[config.mk]
export PLATFORM = sky130hd
export DESIGN_NAME = instr_sequencer
export DESIGN_NICKNAME = d
export VERILOG_FILES = /design/src/rtl/instr_sequencer.sv
export SDC_FILE = /design/constraint.sdc
export NUM_CORES = 1
export LEC_CHECK = 0
export BUFFER_PORTS_ARGS = -buffer_cell sky130_fd_sc_hd__buf_4
export CORE_ASPECT_RATIO = 0.6
export CORE_MARGIN = 1.5
export CORE_UTILIZATION = 43
export CTS_CLUSTER_DIAMETER = 30
export CTS_CLUSTER_SIZE = 20
export DETAILED_ROUTE_END_ITERATION = 6
export PLACE_DENSITY = 0.72
export SLEW_MARGIN = 5
export SYNTH_ARGS = -nofsm -noshare
export SYNTH_HDL_FRONTEND = slang
export SYNTH_SLANG_ARGS = --single-unit
[constraint.sdc]
create_clock -name clk -period 1.5 [get_ports clk]
set_input_delay 0 -clock clk [delete_from_list [all_inputs] [get_ports clk]]
set_output_delay 0 -clock clk [all_outputs]
set_load 0.01 [all_outputs]
[src/rtl/instr_sequencer.sv]
// Multi-cycle instruction sequencer: latches sw on an enviar press, lets the ALU settle, then issues one rf_we.
// Optional feature macro DEBOUNCE_EN adds a DEB_CYCLES stable-time filter on the synchronized button.
module instr_sequencer #(
  parameter int EXEC_CYCLES = 2,
  parameter int CNT_W       = 8,
  parameter int DEB_CYCLES  = 16
) (
  input  logic             clk,
  input  logic             rst,
  input  logic             ligar,
  input  logic             enviar,
  input  logic [17:0]      sw,
  input  logic             uc_write_enable,
  output logic [17:0]      instr,
  output logic             rf_we,
  output logic             busy,
  output logic             done,
  output logic             illegal,
  output logic [CNT_W-1:0] instr_count,
  output logic [2:0]       state
);

  // state | meaning
  // OFF   | powered down, waiting for ligar
  // IDLE  | waiting for a button press
  // LATCH | instr captured, UC decoding
  // EXEC  | ALU settle, EXEC_CYCLES cycles
  // WRITE | register-file write strobe
  // DONE  | completion pulse, count update
  typedef enum logic [2:0] {
    S_OFF   = 3'd0,
    S_IDLE  = 3'd1,
    S_LATCH = 3'd2,
    S_EXEC  = 3'd3,
    S_WRITE = 3'd4,
    S_DONE  = 3'd5
  } state_t;

  localparam int EW = (EXEC_CYCLES > 1) ? $clog2(EXEC_CYCLES) : 1;

  if (EXEC_CYCLES < 1 || DEB_CYCLES < 1) begin : g_bad_params
    $error("instr_sequencer: EXEC_CYCLES and DEB_CYCLES must be >= 1");
  end

  state_t            r_state;
  logic [EW-1:0]     r_exec_cnt;
  logic [17:0]       r_instr;
  logic              r_rf_we;
  logic              r_busy;
  logic              r_done;
  logic              r_illegal;
  logic [CNT_W-1:0]  r_count;
  logic              r_sync1;
  logic              r_sync2;
  logic              r_lvl_d;
  logic              w_level;
  logic              w_press;
  logic              w_illegal_op;

  always_ff @(posedge clk) begin
    if (rst) begin
      r_sync1 <= 1'b1;
      r_sync2 <= 1'b1;
      r_lvl_d <= 1'b1;
    end else begin
      r_sync1 <= enviar;
      r_sync2 <= r_sync1;
      r_lvl_d <= w_level;
    end
  end

`ifdef DEBOUNCE_EN
  localparam int DW = (DEB_CYCLES > 1) ? $clog2(DEB_CYCLES) : 1;
  logic [DW-1:0] r_deb_cnt;
  logic          r_deb_lvl;

  // Level only flips after DEB_CYCLES consecutive samples disagreeing with it.
  always_ff @(posedge clk) begin
    if (rst) begin
      r_deb_cnt <= DW'(DEB_CYCLES - 1);
      r_deb_lvl <= 1'b1;
    end else if (r_sync2 == r_deb_lvl) begin
      r_deb_cnt <= DW'(DEB_CYCLES - 1);
    end else if (r_deb_cnt == '0) begin
      r_deb_lvl <= r_sync2;
      r_deb_cnt <= DW'(DEB_CYCLES - 1);
    end else begin
      r_deb_cnt <= r_deb_cnt - 1'b1;
    end
  end

  assign w_level = r_deb_lvl;
`else
  assign w_level = r_sync2;
`endif

  assign w_press      = r_lvl_d & ~w_level;
  assign w_illegal_op = (r_instr[17:15] == 3'b111);

  always_ff @(posedge clk) begin
    if (rst) begin
      r_state    <= S_OFF;
      r_exec_cnt <= '0;
      r_instr    <= '0;
      r_rf_we    <= 1'b0;
      r_busy     <= 1'b0;
      r_done     <= 1'b0;
      r_illegal  <= 1'b0;
      r_count    <= '0;
    end else begin
      r_rf_we <= 1'b0;
      r_done  <= 1'b0;
      // Power-off wins over any press and aborts without strobes.
      if (!ligar) begin
        r_state <= S_OFF;
        r_instr <= '0;
        r_busy  <= 1'b0;
      end else begin
        case (r_state)
          S_OFF: r_state <= S_IDLE;
          S_IDLE: begin
            if (w_press) begin
              r_state   <= S_LATCH;
              r_instr   <= sw;
              r_illegal <= 1'b0;
              r_busy    <= 1'b1;
            end
          end
          S_LATCH: begin
            r_state    <= S_EXEC;
            r_exec_cnt <= EW'(EXEC_CYCLES - 1);
          end
          S_EXEC: begin
            if (r_exec_cnt == '0) begin
              r_state   <= S_WRITE;
              r_rf_we   <= uc_write_enable & ~w_illegal_op;
              r_illegal <= w_illegal_op;
            end else begin
              r_exec_cnt <= r_exec_cnt - 1'b1;
            end
          end
          S_WRITE: begin
            r_state <= S_DONE;
            r_done  <= 1'b1;
            r_count <= r_count + 1'b1;
          end
          S_DONE: begin
            r_state <= S_IDLE;
            r_busy  <= 1'b0;
          end
          default: r_state <= S_OFF;
        endcase
      end
    end
  end

  assign instr       = r_instr;
  assign rf_we       = r_rf_we;
  assign busy        = r_busy;
  assign done        = r_done;
  assign illegal     = r_illegal;
  assign instr_count = r_count;
  assign state       = r_state;

endmodule

==> summary.log <==
INFO  run_status     outcome=completed
INFO  sta            timing.final.crit_period=1460ps
INFO  cts            clock_tree.root_cell=sky130_fd_sc_hd__clkbuf_8
INFO  final_layout   layout-drive-gt1-share=35.5%
INFO  logic_synthesis yosys.area.top_type=sky130_fd_sc_hd__dfxtp_1
INFO  drt            first_iter_violations=127
INFO  worst_hold_path holdCritPathClass=in -> reg
INFO  drt            via_per_inst=5.31
INFO  drt            routedWlPerCell=14.6um
INFO  logic_synthesis post_synthesis_cell_area=1500um2
INFO  logic_synthesis synth_top_area_share=49.3%
INFO  place          placed_area=1990um2
INFO  place          numPortBuffers=55
INFO  setup_path     crit_fanout=9
INFO  setup_path     critical-path-slowest-cell=sky130_fd_sc_hd__or4_1
INFO  sta            maxSlewHeadroom=77.2%
INFO  global_routing first_global_vias=1,532
INFO  sta            report.final.hold_viol_count=0
INFO  place          place.gp.congestion=0.864
INFO  logic_synthesis netlist_top_cells_area=sky130_fd_sc_hd__dfxtp_1, sky130_fd_sc_hd__a21oi_1, sky130_fd_sc_hd__nand3_1
INFO  sta            clock_skew=7.68ps
INFO  sta            report.final.slew_viol_count=0
INFO  logic_synthesis synthDistinctLibCells=36
INFO  cts            clkSinkCount=37
INFO  job            timing.max_cap.violations=0
INFO  logic_synthesis post_synth.cell_area_avg=8.89um2
INFO  logic_synthesis synth_cells=169
INFO  setup_path     setup.worst_path.end_class=register
INFO  sta            setup_viol=0
INFO  final_layout   flow.area_growth_from_synthesis=53.7%
INFO  cts            tritoncts_clock_tree=built
INFO  power          cellLeakagePower=0.929nW
INFO  sta            fin_crit_sh=97.1%
INFO  power          p_clk_share=38.7%
INFO  global_routing global_route.overflow_total=0
INFO  place          cells_after_dpl=267
INFO  global_routing maximum_number_of_pins_on_one_net_before_global_route_repair=20
INFO  sta            fmaxAchievable=0.686GHz
INFO  cts            clock_latency=280ps
INFO  drt            detailedRoute.firstPassIterationCount=4
INFO  power          switchingPower=0.415mW
INFO  power          design_power_total=1.92mW
INFO  sta            slew_at_the_pin_closest_to_its_max_slew_limit=342ps
INFO  global_routing grt_first_pass_wirelength=7.00mm
INFO  cts            numCtsBuffers=5
INFO  global_routing grt.total_usage=23.4%
INFO  power          cellPowerDensity=832nW/um2
INFO  floorplanning  floorplan.initialDensity=45.5%
INFO  final_layout   fin_nets=274
INFO  place          half_perimeter_wire_length_after_detailed_placement=2.94mm
INFO  power          swShare=21.6%
INFO  cts            ctsHtreeMaxLevel=2
INFO  drt            drc=0
INFO  logic_synthesis ys_ff_latch=37
INFO  floorplanning  die_x=79.3um
INFO  floorplanning  floorplan.die.height=48.8um
INFO  global_routing grt_antenna_before_repair=0
INFO  floorplanning  rows=16
INFO  power          internal_power=1.51mW
INFO  power          share_comb_of_total_power=9.5%
INFO  sta            hold_ws=4.77ps
INFO  setup_path     start_kind=register
INFO  setup_path     critical-path-max-stage-delay=550ps
INFO  drt            drt.antenna.violating_nets=0
INFO  final_layout   diodes=0
INFO  logic_synthesis ys_warn_count=0
INFO  setup_path     critical_path.cell_chain=nand4bb_4, or4_1, a21oi_1
INFO  cts            clock_transition_at_path_regs=70ps
INFO  floorplanning  dieArea=3870um2
INFO  power          vdd_drop_max=0.551mV
INFO  logic_synthesis synth.yosys.seq_area_share=49.3%
INFO  floorplanning  top_level_ports=56
INFO  logic_synthesis syn-num-nets=193
INFO  setup_path     required=1710ps
INFO  final_layout   finalNonFillerCells=296
INFO  drt            finalWirelength=4.31mm
INFO  floorplanning  core_area=3300um2
INFO  cts            max_buffers_root_to_sink=2
INFO  setup_path     setup.worst_path.class=reg -> reg
INFO  setup_path     worst-endpoint-arrival=1670ps
INFO  power          p_seq_share=51.8%
INFO  final_layout   post-route-cell-area=2310um2
INFO  drt            vias=1,571
power groups by stage:
stage | combinational (mW) | sequential, mW | clock (mW)
finish | 0.182 | 0.995 | 0.745
detailed placement | 0.138 | 1.02 | 0
floorplan | 0.0608 | 1.02 | 0
global route | 0.197 | 0.995 | 0.807
CTS | 0.177 | 0.994 | 0.755
global placement | 0.134 | 1.02 | 0
kinds of logic (layout without fill, tap and decap cells):
| kind of cell | after synthesis | after routing | synth area share (%) |
|---|---|---|---|
| buffers and inverters | 18 | 100 | 5.91 |
| AOI/OAI and AO/OA | 57 | 57 | 21.1 |
| DFF | 37 | 37 | 49.3 |
| xor gates and xnor gates | 1 | 1 | 0.583 |
| and+or+nand+nor | 54 | 54 | 21.6 |
| muxes | 1 | 1 | 0.666 |
| adders and majority gates | 1 | 1 | 0.833 |
layer usage:
layer / global-route usage (%) / up-vias / wire [um]
met2: 41.0 / 53 / 2100
met5: 0 / - / 0
met1: 29.0 / 740 / 1920
met3: 4.86 / 6 / 234
met4: 7.31 / 0 / 48
li1: - / 772 / -
area by class of cell:
cell class	instances	area, um2
repair buffers	89	713
clock inverters	1	5.00
fillers	271	993
multi-input cells	114	687
well taps	45	56.3
clock buffers	7	96.3
inverters	3	11.3
flip-flops and latches	37	741
repair_timing:
action | 4_1_cts | 5_1_grt
resized for setup | 0 | 4
buffers inserted | 0 | 3
hold buffers | 18 | 0
hold endpoints to repair | 20 | 0
setup endpoints to repair | 0 | 22
worst max-delay path: cells and delay by family (launching register included):
| family | cells | cell delay [ps] |
|---|---|---|
| compound gates | 1 | 160 |
| flops | 1 | 390 |
| simple gates | 2 | 840 |
stage by stage:
stage	setup TNS [ps]	utilization, %	worst slack, ps
3_3_place_gp	0	60.3	111
4_1_cts	0	68.8	18.8
3_5_place_dp	0	60.3	31.5
2_1_floorplan	0	-	44.2
6_report	0	69.9	43.2
5_1_grt	-29.3	69.9	-18.4
state kept, by name (all words and copies together), names as in the netlist:
name / cells
busy: 1
done: 1
illegal: 1
instr: 18
instr_count: 8
r_exec_cnt: 1
r_lvl_d: 1
r_sync1: 1
r_sync2: 1
rf_we: 1
state: 3
cell usage after synthesis, drive strengths merged:
library cell / instances
dfxtp: 37
a21oi: 25
nand3: 22
o21ai: 22
clkbuf: 9
buf: 6
nor2: 5
nand2b: 4
or2: 4
inv: 3
nand2: 3
or3: 3
nor2b: 2
nor3b: 2
nor4: 2
o31ai: 2
or4: 2
a211oi: 1
a221oi: 1
a22oi: 1
a311oi: 1
a31o: 1
and3b: 1
ha: 1
mux2i: 1
nand4: 1
nand4bb: 1
nor3: 1
o211ai: 1
o311ai: 1
o41ai: 1
or3b: 1
xor2: 1
final timing paths:
check	from	end	slack, ps	cells after the start
max	state[1]	instr_count[5]	40	3
max reg2reg	state[1]	instr_count[5]	40	3
min reg2reg	r_sync1	r_sync2	430	1
min	sw[15]	instr[15]	5	3
layout by cell type, fill, tap and decap left out, drive strengths merged, types with 2 or more instances in the layout:
cell and count:
inv 3, o31ai 2, nor2 5, nand2 3, a21oi 25, or4 2, nand2b 4, nor3b 2
clkbuf 7, nor4 2, or2 4, nand3 22, or3 3, o21ai 22, dlygate4sd3 18, nor2b 2
buf 71, dfxtp 37
Note: power is estimated with default switching activity, not from simulation.
